--- src/rtl/bomb_countdown.sv ---
// Countdown "bomb" game controller: arms on start, counts seconds down,
// and resolves to defused (safe wire cut) or exploded (wrong wire or timeout).
module bomb_countdown #(
    parameter int TICK_DIV  = 50,
    parameter int START_SEC = 30,
    parameter int SAFE_WIRE = 2
) (
    input  logic       clk,
    input  logic       rst,
    input  logic       start,
    input  logic [3:0] wire_cut,
    input  logic       repeat_rst,
    output logic       fail,
    output logic       win,
    output logic       armed,
    output logic [5:0] secs,
    output logic       beep_tick
);

    localparam int PW = (TICK_DIV > 2) ? $clog2(TICK_DIV) : 1;
    localparam logic [PW-1:0] PRE_MAX   = PW'(TICK_DIV - 1);
    localparam logic [5:0]    START_V   = 6'(START_SEC);
    localparam logic [3:0]    SAFE_MASK = 4'b0001 << SAFE_WIRE;

    typedef enum logic [1:0] {
        IDLE   = 2'd0,
        ARMED  = 2'd1,
        FAILED = 2'd2,
        WON    = 2'd3
    } state_t;

    state_t        state_r;
    logic [PW-1:0] pre_r;
    logic [3:0]    wire_prev_r;

    logic [3:0] cut_ev_s;
    logic       tick_s;
    logic       timeout_s;
    logic       wrong_cut_s;
    logic       safe_cut_s;

    // Edge-detect wire cuts and decode the second tick / game events.
    always_comb begin
        cut_ev_s    = wire_cut & ~wire_prev_r;
        tick_s      = (pre_r == PRE_MAX);
        timeout_s   = tick_s && (secs == 6'd1);
        wrong_cut_s = |(cut_ev_s & ~SAFE_MASK);
        safe_cut_s  = |(cut_ev_s & SAFE_MASK);
    end

    // Game FSM with all outputs held in registers.
    always_ff @(posedge clk) begin
        wire_prev_r <= wire_cut;
        beep_tick   <= 1'b0;
        if (rst) begin
            state_r <= IDLE;
            pre_r   <= '0;
            secs    <= START_V;
            fail    <= 1'b0;
            win     <= 1'b0;
            armed   <= 1'b0;
        end else begin
            case (state_r)
                IDLE: begin
                    pre_r <= '0;
                    secs  <= START_V;
                    fail  <= 1'b0;
                    win   <= 1'b0;
                    if (start && (wire_cut == 4'b0000)) begin
                        state_r <= ARMED;
                        armed   <= 1'b1;
                    end else begin
                        armed   <= 1'b0;
                    end
                end
                ARMED: begin
                    if (tick_s) begin
                        pre_r     <= '0;
                        beep_tick <= 1'b1;
                        if (secs != 6'd0) begin
                            secs <= secs - 6'd1;
                        end else begin
                            secs <= secs;
                        end
                    end else begin
                        pre_r <= pre_r + PW'(1);
                    end
                    // Explosion wins over defusal when both happen together.
                    if (wrong_cut_s || timeout_s) begin
                        state_r <= FAILED;
                        fail    <= 1'b1;
                        armed   <= 1'b0;
                    end else if (safe_cut_s) begin
                        state_r <= WON;
                        win     <= 1'b1;
                        armed   <= 1'b0;
                    end else begin
                        state_r <= ARMED;
                    end
                end
                FAILED: begin
                    if (repeat_rst) begin
                        state_r <= IDLE;
                        fail    <= 1'b0;
                        secs    <= START_V;
                        pre_r   <= '0;
                    end else begin
                        state_r <= FAILED;
                    end
                end
                WON: begin
                    if (start || repeat_rst) begin
                        state_r <= IDLE;
                        win     <= 1'b0;
                        secs    <= START_V;
                        pre_r   <= '0;
                    end else begin
                        state_r <= WON;
                    end
                end
                default: begin
                    state_r <= IDLE;
                    pre_r   <= '0;
                    secs    <= START_V;
                    fail    <= 1'b0;
                    win     <= 1'b0;
                    armed   <= 1'b0;
                end
            endcase
        end
    end

endmodule

--- config.mk ---
export PLATFORM = sky130hd
export DESIGN_NAME = bomb_countdown
export DESIGN_NICKNAME = d
export VERILOG_FILES = /design/src/rtl/bomb_countdown.sv
export SDC_FILE = /design/constraint.sdc
export NUM_CORES = 1
export LEC_CHECK = 0
export CAP_MARGIN = 25
export CORE_UTILIZATION = 52
export CTS_CLUSTER_DIAMETER = 60
export DETAILED_ROUTE_END_ITERATION = 16
export HOLD_SLACK_MARGIN = 0.06
export PLACE_DENSITY = 0.81
export SLEW_MARGIN = 40
export SYNTH_ARGS = -nofsm -noshare
export SYNTH_HDL_FRONTEND = slang
export SYNTH_SLANG_ARGS = --single-unit
--- constraint.sdc ---
create_clock -name clk -period 2.3 [get_ports clk]
set_clock_uncertainty 0.1 [all_clocks]
set_input_delay 0.345 -clock clk [delete_from_list [all_inputs] [get_ports clk]]
set_output_delay 0.345 -clock clk [all_outputs]
set_load 0.03 [all_outputs]
==> impl.org, run 1 <==
** Clocking
- CTS Hold Buffers Added :: 0
- Number of instances resized during post-cts repair :: 0
- Number of sinks driven by the clock tree :: 22
- Clock insertion delay at the later pin of the skew report :: 0.31 ns
- CTS built an H-tree with a depth of 1.
- No sink is reached through more buffers than the 2 on the longest clock path.
- TritonCTS clock tree :: yes
- Clock tree synthesis inserted a total of 3 buffers.
- After clock tree synthesis, the clock-pin slew on the worst setup and hold paths is 0.13 ns.
- The tree is rooted in a sky130_fd_sc_hd__clkbuf_4.
- In this run the post-CTS setup repair buffer count came out at 0.

** Drt
- Drt total wl :: 2300 um
- Number of DRC markers after the initial detailed-route iteration :: 18
- Once detail routing completed, the nets flagged for antenna violations numbered 0.
- First-pass detailed-route iteration total :: 4
- For this block, the via count after detailed routing is 914.
- In the final routed layout, each cell accounts on average for 13.6 um.
- Detail-routed via count per cell :: 5.41
- DRC Markers :: 0

** Yosys
- For this run, the number of Yosys warnings is 0.
- The synthesized netlist occupies a cell area of 1130 um2.
- Cell taking the most area after synthesis :: sky130_fd_sc_hd__dfxtp_1
- Most frequently used flop master after synthesis :: sky130_fd_sc_hd__dfxtp_1
- Post-synthesis sequential element count :: 22
- The share of synthesized area in the top cell type comes to 0.391.
- Top area cells in the synthesized netlist :: sky130_fd_sc_hd__dfxtp_1 39%, sky130_fd_sc_hd__ha_1 10%, sky130_fd_sc_hd__xor2_1 5.4%, sky130_fd_sc_hd__nor2_1 3.7%, sky130_fd_sc_hd__a21oi_1 3.6%
- The number of nets in the synthesized netlist is 137.
- In this run, synthesis inferred 0 flip-flops with an integrated enable.
- Synthesis instantiated 37 different standard cells from the library.
- In the synthesized netlist the async set-or-reset flop fraction comes to 0.
- The average instance in the mapped netlist occupies 9.39 um2.
- Proportion of synthesized chip area in sequential cells :: 0.391
- Synthesized instance count :: 120

** Placed design
- HPWL reported at the end of detailed placement :: 1670 um
- In this run the tool buffered the top-level ports with 17 buffer cells.
- The congestion estimate from routability-driven global placement came to 0.816.

** Critical path
- Traced cell by cell, the critical path runs through clkdlybuf4s50_1.
- Measured in cells, the most critical reg-to-reg path has a length of 6.
- The worst setup path is captured at a primary output.
- Reg-to-reg startpoint :: pre_r[0]$_SDFFE_PP0P_
- In this run the critical register-to-register path is captured at secs[5]$_SDFFE_PP0P_.
- Counting both buffers and inverters, the worst setup path holds a total of 1.
- Slack of the worst reg-to-reg path :: 0.43 ns
- Among all stages on the critical path, the largest delay is contributed by sky130_fd_sc_hd__clkdlybuf4s50_1.
- Gate family responsible for the most delay along the worst path :: buffers and inverters
- At the worst endpoint, the arrival time is 1.54 ns.
- On the worst path, the slowest cell contributes a delay of 0.73 ns.
- CP Class :: reg2out
- Startpoint types :: flop
- Maximum fanout count along the critical path :: 6
- STA puts the critical path data required time at 1.86 ns.

** Cells and area
- Layout Area Growth over Synthesis :: 24.1%
- The library cells used most frequently in the layout, excluding fill and tap cells, are 22 x sky130_fd_sc_hd__dfxtp_1, 17 x sky130_fd_sc_hd__clkdlybuf4s50_1, 11 x sky130_fd_sc_hd__nor2_1.
- Fraction of the core area covered by cells at the end of the flow :: 0.699
- In the final layout, the share of cells above drive strength 1 is 0.0915.
- For this run, the post-layout net count is 160.
- Most common cell after layout, fill and taps aside :: sky130_fd_sc_hd__dfxtp_1
- The repair_antennas step left the layout with diodes totalling 0.

** Die
- Io pins :: 18
- Starting utilization of the core area :: 0.563
- Number of cell rows :: 16
- Die footprint :: 2360 um2
- After floorplanning, the core was sized to cover 2000 um2.
- Measured along the x axis, the die boundary spans 48.6 um.
- The floorplan step set the die height to 48.6 um.

** Power and ir drop
- Cell Pwr Density :: 652 nW/um2
- For this design the static power due to leakage is 0.547 nW.
- Sum of internal, switching and leakage power :: 0.912 mW
- Max VDD drop :: 0.000400 V

** Global route
- The first global-routing pass estimated 4040 um of wire.
- The via count of the first global-routing pass was 927.
- Entering global routing, the biggest net connects 14 pins.
- The total overflow left after global routing is 0.
- The initial antenna violation count came to 0.
- Across every metal layer, demand over resource in global routing totals 0.220.

** Timing
- In the finished design, the share of the clock period the worst path needs comes to 0.865.
- Slew @ Worst Pin :: 0.444 ns
- Based on the critical path, the design can be clocked at up to 0.503 GHz.
- Number of hold-slack violations in the final timing report :: 0
- The worst path in the final design needs a cycle of 1.99 ns, including I/O delays and setup.
- Setup repair after global routing left no endpoint under its margin.
- The max-slew violation total from the final report was 0.
- Final Setup Violations :: 0
- Relative max-transition margin :: 0.703
- After routing, the total negative slack on setup checks comes to 0 ns.

** Run
- Across the run, the number of max-cap violations was 0.

** Min path
- Beginning of the worst hold path :: win$_SDFFE_PP0P_
- Worst hold path cell count :: 2
- Hold Path Class :: reg2reg
- Worst hold path endpoint :: win$_SDFFE_PP0P_

** Outcome
- Result of the run :: finished, final reports clean
-- registers in the layout, summed over array words and instances (netlist names) --
register,cells
armed,1
beep_tick,1
fail,1
pre_r,6
secs,6
state_r,2
win,1
wire_prev_r,4
-- layout make-up --
cell class / instances / area [um2]
clock buffer: 3 / 22.5
clock inverter: 1 / 30.0
fill: 159 / 603
inverter: 9 / 33.8
multi-input combinational: 87 / 646
sequential: 22 / 440
tap: 27 / 33.8
timing repair buffer: 20 / 193
-- where the power goes --
group / total, mW / internal (mW) / switching [mW]
combinational: 0.193 / 0.0834 / 0.110
clock: 0.300 / 0.176 / 0.124
sequential: 0.419 / 0.400 / 0.0190
total: 0.912 / 0.660 / 0.253
-- routing by layer --
layer  part of all wire  global-route usage  vias to the layer above
met5                  0                   0                        -
met3              0.034              0.0314                        4
met2               0.51               0.394                       21
li1                   -                   -                      461
met4              0.013              0.0686                        0
met1               0.44               0.270                      428
-- how the worst max path moves through the flow --
stage / cells past startpoint / end / startpoint / slack (ns)
after CTS: 1 / secs[2] / secs[2]$_SDFFE_PP1P_ / 0.30
after detailed placement: 7 / pre_r[4]$_SDFFE_PP0P_ / start / 0.40
after global placement: 6 / secs[5]$_SDFFE_PP0P_ / start / 0.42
after floorplan: 6 / secs[5]$_SDFFE_PP0P_ / secs[0]$_SDFFE_PP0P_ / 0.37
final: 1 / secs[2] / secs[2]$_SDFFE_PP1P_ / 0.31
after global routing: 1 / secs[3] / secs[3]$_SDFFE_PP1P_ / 0.27
-- synth_stat cells (3+ instances only) --
cell and number:
sky130_fd_sc_hd__o21ai_0 3, sky130_fd_sc_hd__nand4_1 3, sky130_fd_sc_hd__o211ai_1 3, sky130_fd_sc_hd__a21oi_1 8, sky130_fd_sc_hd__nor2_1 11, sky130_fd_sc_hd__and2_1 3, sky130_fd_sc_hd__ha_1 9, sky130_fd_sc_hd__nor4_1 3
sky130_fd_sc_hd__xor2_1 7, sky130_fd_sc_hd__inv_1 8, sky130_fd_sc_hd__nand2_1 8, sky130_fd_sc_hd__dfxtp_1 22
-- through the flow --
step	hold slack [ns]	area (um2)	std cells	worst slack, ns
finish	0.386	1400	169	0.311
global route	0.420	1400	169	0.271
CTS	0.386	1400	169	0.301
detailed placement	0.367	1350	165	0.401
global placement	0.361	1350	165	0.422
floorplan	0.273	1130	120	0.373
-- kinds of logic after synthesis --
| group | after synthesis | share of synthesized area |
|---|---|---|
| DFF | 22 | 0.391 |
| adders and majority gates | 9 | 0.0999 |
| muxes | 2 | 0.0189 |
| buffers and inverters | 11 | 0.0366 |
| and+or+nand+nor | 41 | 0.212 |
| xor gates and xnor gates | 9 | 0.0699 |
| AOI/OAI and AO/OA | 26 | 0.172 |
(Power assumes the default switching activity.)
==> run 2: changes to the inputs <==
Settings changed: CORE_MARGIN set to 4, CORE_UTILIZATION 52 to 55, DONT_BUFFER_PORTS set to 1, PLACE_DENSITY 0.81 to 0.73.
==> impl.org, run 2 (synthesized netlist as in run 1, its figures left out) <==
** Cells and area
- Leaving out fill and tap cells, the most frequent cells in the layout are 22 x sky130_fd_sc_hd__dfxtp_1, 11 x sky130_fd_sc_hd__nor2_1, 9 x sky130_fd_sc_hd__ha_1.
- Final cell count without fillers :: 158 (-6.5%)
- Fin nets :: 149 (-6.9%)
- Antenna fix cells :: 0 (unchanged)
- The library cell used most frequently in the layout, excluding fill and tap cells, is sky130_fd_sc_hd__dfxtp_1.
- From synthesis to final layout, the design area changed by 12.7%.
- Fraction of layout instances using a drive strength above 1 :: 0.107 (+0.0153)
- Leading registers by flop count :: pre_r x6, secs x6, wire_prev_r x4

** Placed design
- Final weighted congestion in routability-driven placement :: 0.838 (+2.7%)
- HPWL reported at the end of detailed placement :: 1710 um (+1.9%)
- The count of input and output buffers is 0 (-17).
- The total placed cells including tap cells was 149 (-9.7%).

** Die
- Io pins :: 18 (unchanged)
- The die boundary width is 53.3 um (+9.7%).
- The die area came to 2840 um2 (+20%).
- Starting utilization of the core area :: 0.575 (+0.0115)
- The die outline height came to 53.3 um (+9.7%).
- The core region area came to 1960 um2 (-2.0%).
- The number of core rows came to 16 (unchanged).

** Critical path
- The worst setup path is captured at a flop.
- CP Data Arrival Time :: 2.02 ns (+0.48 ns)
- The largest fanout of any net on the critical path came to 7 (+1).
- STA classifies the critical path startpoint as a flop.
- The critical path in this run is classified as reg2reg.
- The data required time of the worst path is 2.39 ns (+0.53 ns).

** Power and ir drop
- Sw power :: 0.233 mW (-7.7%)
- The internal power is 0.569 mW (-14%).
- The leakage power summed over all cells came to 0.501 nW (-8.6%).
- The clock share of power is 0.261 (-0.067).
- The peak supply drop came to 0.000388 V (-3.2%).
- Reg power frac :: 0.524 (+0.064)
- The combinational fraction of design power is 0.216 (+0.004).
- Cell Pwr Density :: 631 nW/um2 (-3.2%)
- Switching Fraction :: 0.291 (+0.0139)

** Timing
- Setup Total Neg Slack :: 0 ns (unchanged)
- The highest clock rate came to 0.518 GHz (+3.1%).
- Fraction of the cycle the final worst path needs :: 0.839 (-0.0256)
- The count of endpoints failing setup in the final report came to 0 (unchanged).
- Number of hold-slack violations in the final timing report :: 0 (unchanged)
- The actual transition at the worst max-transition pin came to 0.545 ns (+0.101 ns).
- Setup repair after global routing left no endpoint under its margin.
- The max-slew violation total from the final report is 0 (unchanged).
- Post-layout minimum cycle time :: 1.93 ns (-0.0589 ns)
- Relative max-transition margin :: 0.636 (-0.0664)

** Global route
- The global router's overall resource usage came to 0.182 (-0.0378).
- Global-route wire length before repair :: 3780 um (-6.5%)
- The via count of the first global-routing pass was 908 (-2.0%).
- Maximum number of pins on one net before global-route repair :: 13 (-1)
- Total congestion overflow :: 0 (unchanged)
- Initial antenna violation count :: 0 (unchanged)

** Clocking
- Cell chosen for the clock root :: sky130_fd_sc_hd__clkbuf_4
- Number of sinks driven by the clock tree :: 22 (unchanged)
- Htree depth :: 1 (unchanged)
- Clock insertion delay at the later pin of the skew report :: 0.30 ns (about the same)
- CTS Buf Count :: 3 (unchanged)
- The number of cells upsized or downsized after cts was 0 (unchanged).
- Post-CTS Repair Setup Buffers :: 0 (unchanged)
- The post-CTS clock slew at the launch and capture registers of the worst setup and hold paths is 0.12 ns (about the same).
- Clock buffer depth :: 2 (unchanged)
- TritonCTS clock tree :: yes
- The number of buffers inserted for hold repair after clock tree synthesis was 5 (+5).

** Drt
- The initial DRC count was 11 (-7).
- The DRC violation count after routing came to 0 (unchanged).
- Average routed wire per standard cell :: 14.2 um (+4.7%)
- The first-pass iteration count of the detailed router is 4 (unchanged).
- Drt total wl :: 2250 um (-2.1%)
- Via count of the routed design :: 895 (-2.1%)
- Final ANT Viol Nets :: 0 (unchanged)
- Detail-routed via count per cell :: 5.66 (+4.7%)

** Run
- The total of max-cap violations came to 0 (unchanged).

** Outcome
- The run finished with clean final reports.

** Min path
- The worst hold path belongs to the class in2reg.
[run 2: worst paths after layout]
check        slack [ns]  cells past startpoint               startpoint               endpoint
max                0.37                      7  state_r[1]$_SDFFE_PP0P_   secs[1]$_SDFFE_PP1P_
min                0.10                      2                      rst   secs[2]$_SDFFE_PP1P_
max reg2reg        0.37                      7  state_r[1]$_SDFFE_PP0P_   secs[1]$_SDFFE_PP1P_
min reg2reg        0.48                      2    pre_r[0]$_SDFFE_PP0P_  pre_r[0]$_SDFFE_PP0P_
[run 2: area by class of cell]
| type | instances | area (um2) |
|---|---|---|
| inverters | 9 | 33.8 |
| well taps | 27 | 33.8 |
| flip-flops and latches | 22 | 440 |
| multi-input cells | 87 | 646 |
| repair buffers | 9 | 80.1 |
| fillers | 189 | 692 |
| clock buffers | 4 | 36.3 |
[run 2: power by group through the flow]
stage / logic (mW) / clock network [mW] / registers [mW]
floorplan: 0.118 / 0 / 0.434
global placement: 0.162 / 0 / 0.428
detailed placement: 0.164 / 0 / 0.429
CTS: 0.174 / 0.217 / 0.420
global route: 0.193 / 0.237 / 0.424
finish: 0.173 / 0.209 / 0.420
[run 2: routing by layer]
metal | wire length [um] | part of all wire | global-route usage
met3 | 97 | 0.043 | 0.0423
met2 | 1220 | 0.54 | 0.333
met1 | 890 | 0.40 | 0.192
met5 | 0 | 0 | 0
met4 | 40 | 0.018 | 0.0851
[run 2: metrics by stage]
stage | utilization | hold WS (ns) | setup WS (ns) | instance area (um2) | total power, mW
after floorplan | - | 0.273 | 0.373 | 1130 | 0.552
after global placement | 0.603 | 0.273 | 0.479 | 1180 | 0.590
after detailed placement | 0.603 | 0.273 | 0.382 | 1180 | 0.593
after CTS | 0.647 | 0.0974 | 0.351 | 1270 | 0.811
after global routing | 0.647 | 0.113 | 0.187 | 1270 | 0.854
final | 0.647 | 0.103 | 0.370 | 1270 | 0.802
[run 2: critical path, stage by stage, from the launching register on]
cell	delay, ns
sky130_fd_sc_hd__dfxtp_1	0.37
sky130_fd_sc_hd__inv_1	0.09
sky130_fd_sc_hd__ha_1	0.29
sky130_fd_sc_hd__clkinv_1	0.13
sky130_fd_sc_hd__nor4_1	0.44
sky130_fd_sc_hd__nand3_1	0.16
sky130_fd_sc_hd__a21oi_1	0.20
sky130_fd_sc_hd__a21oi_1	0.06
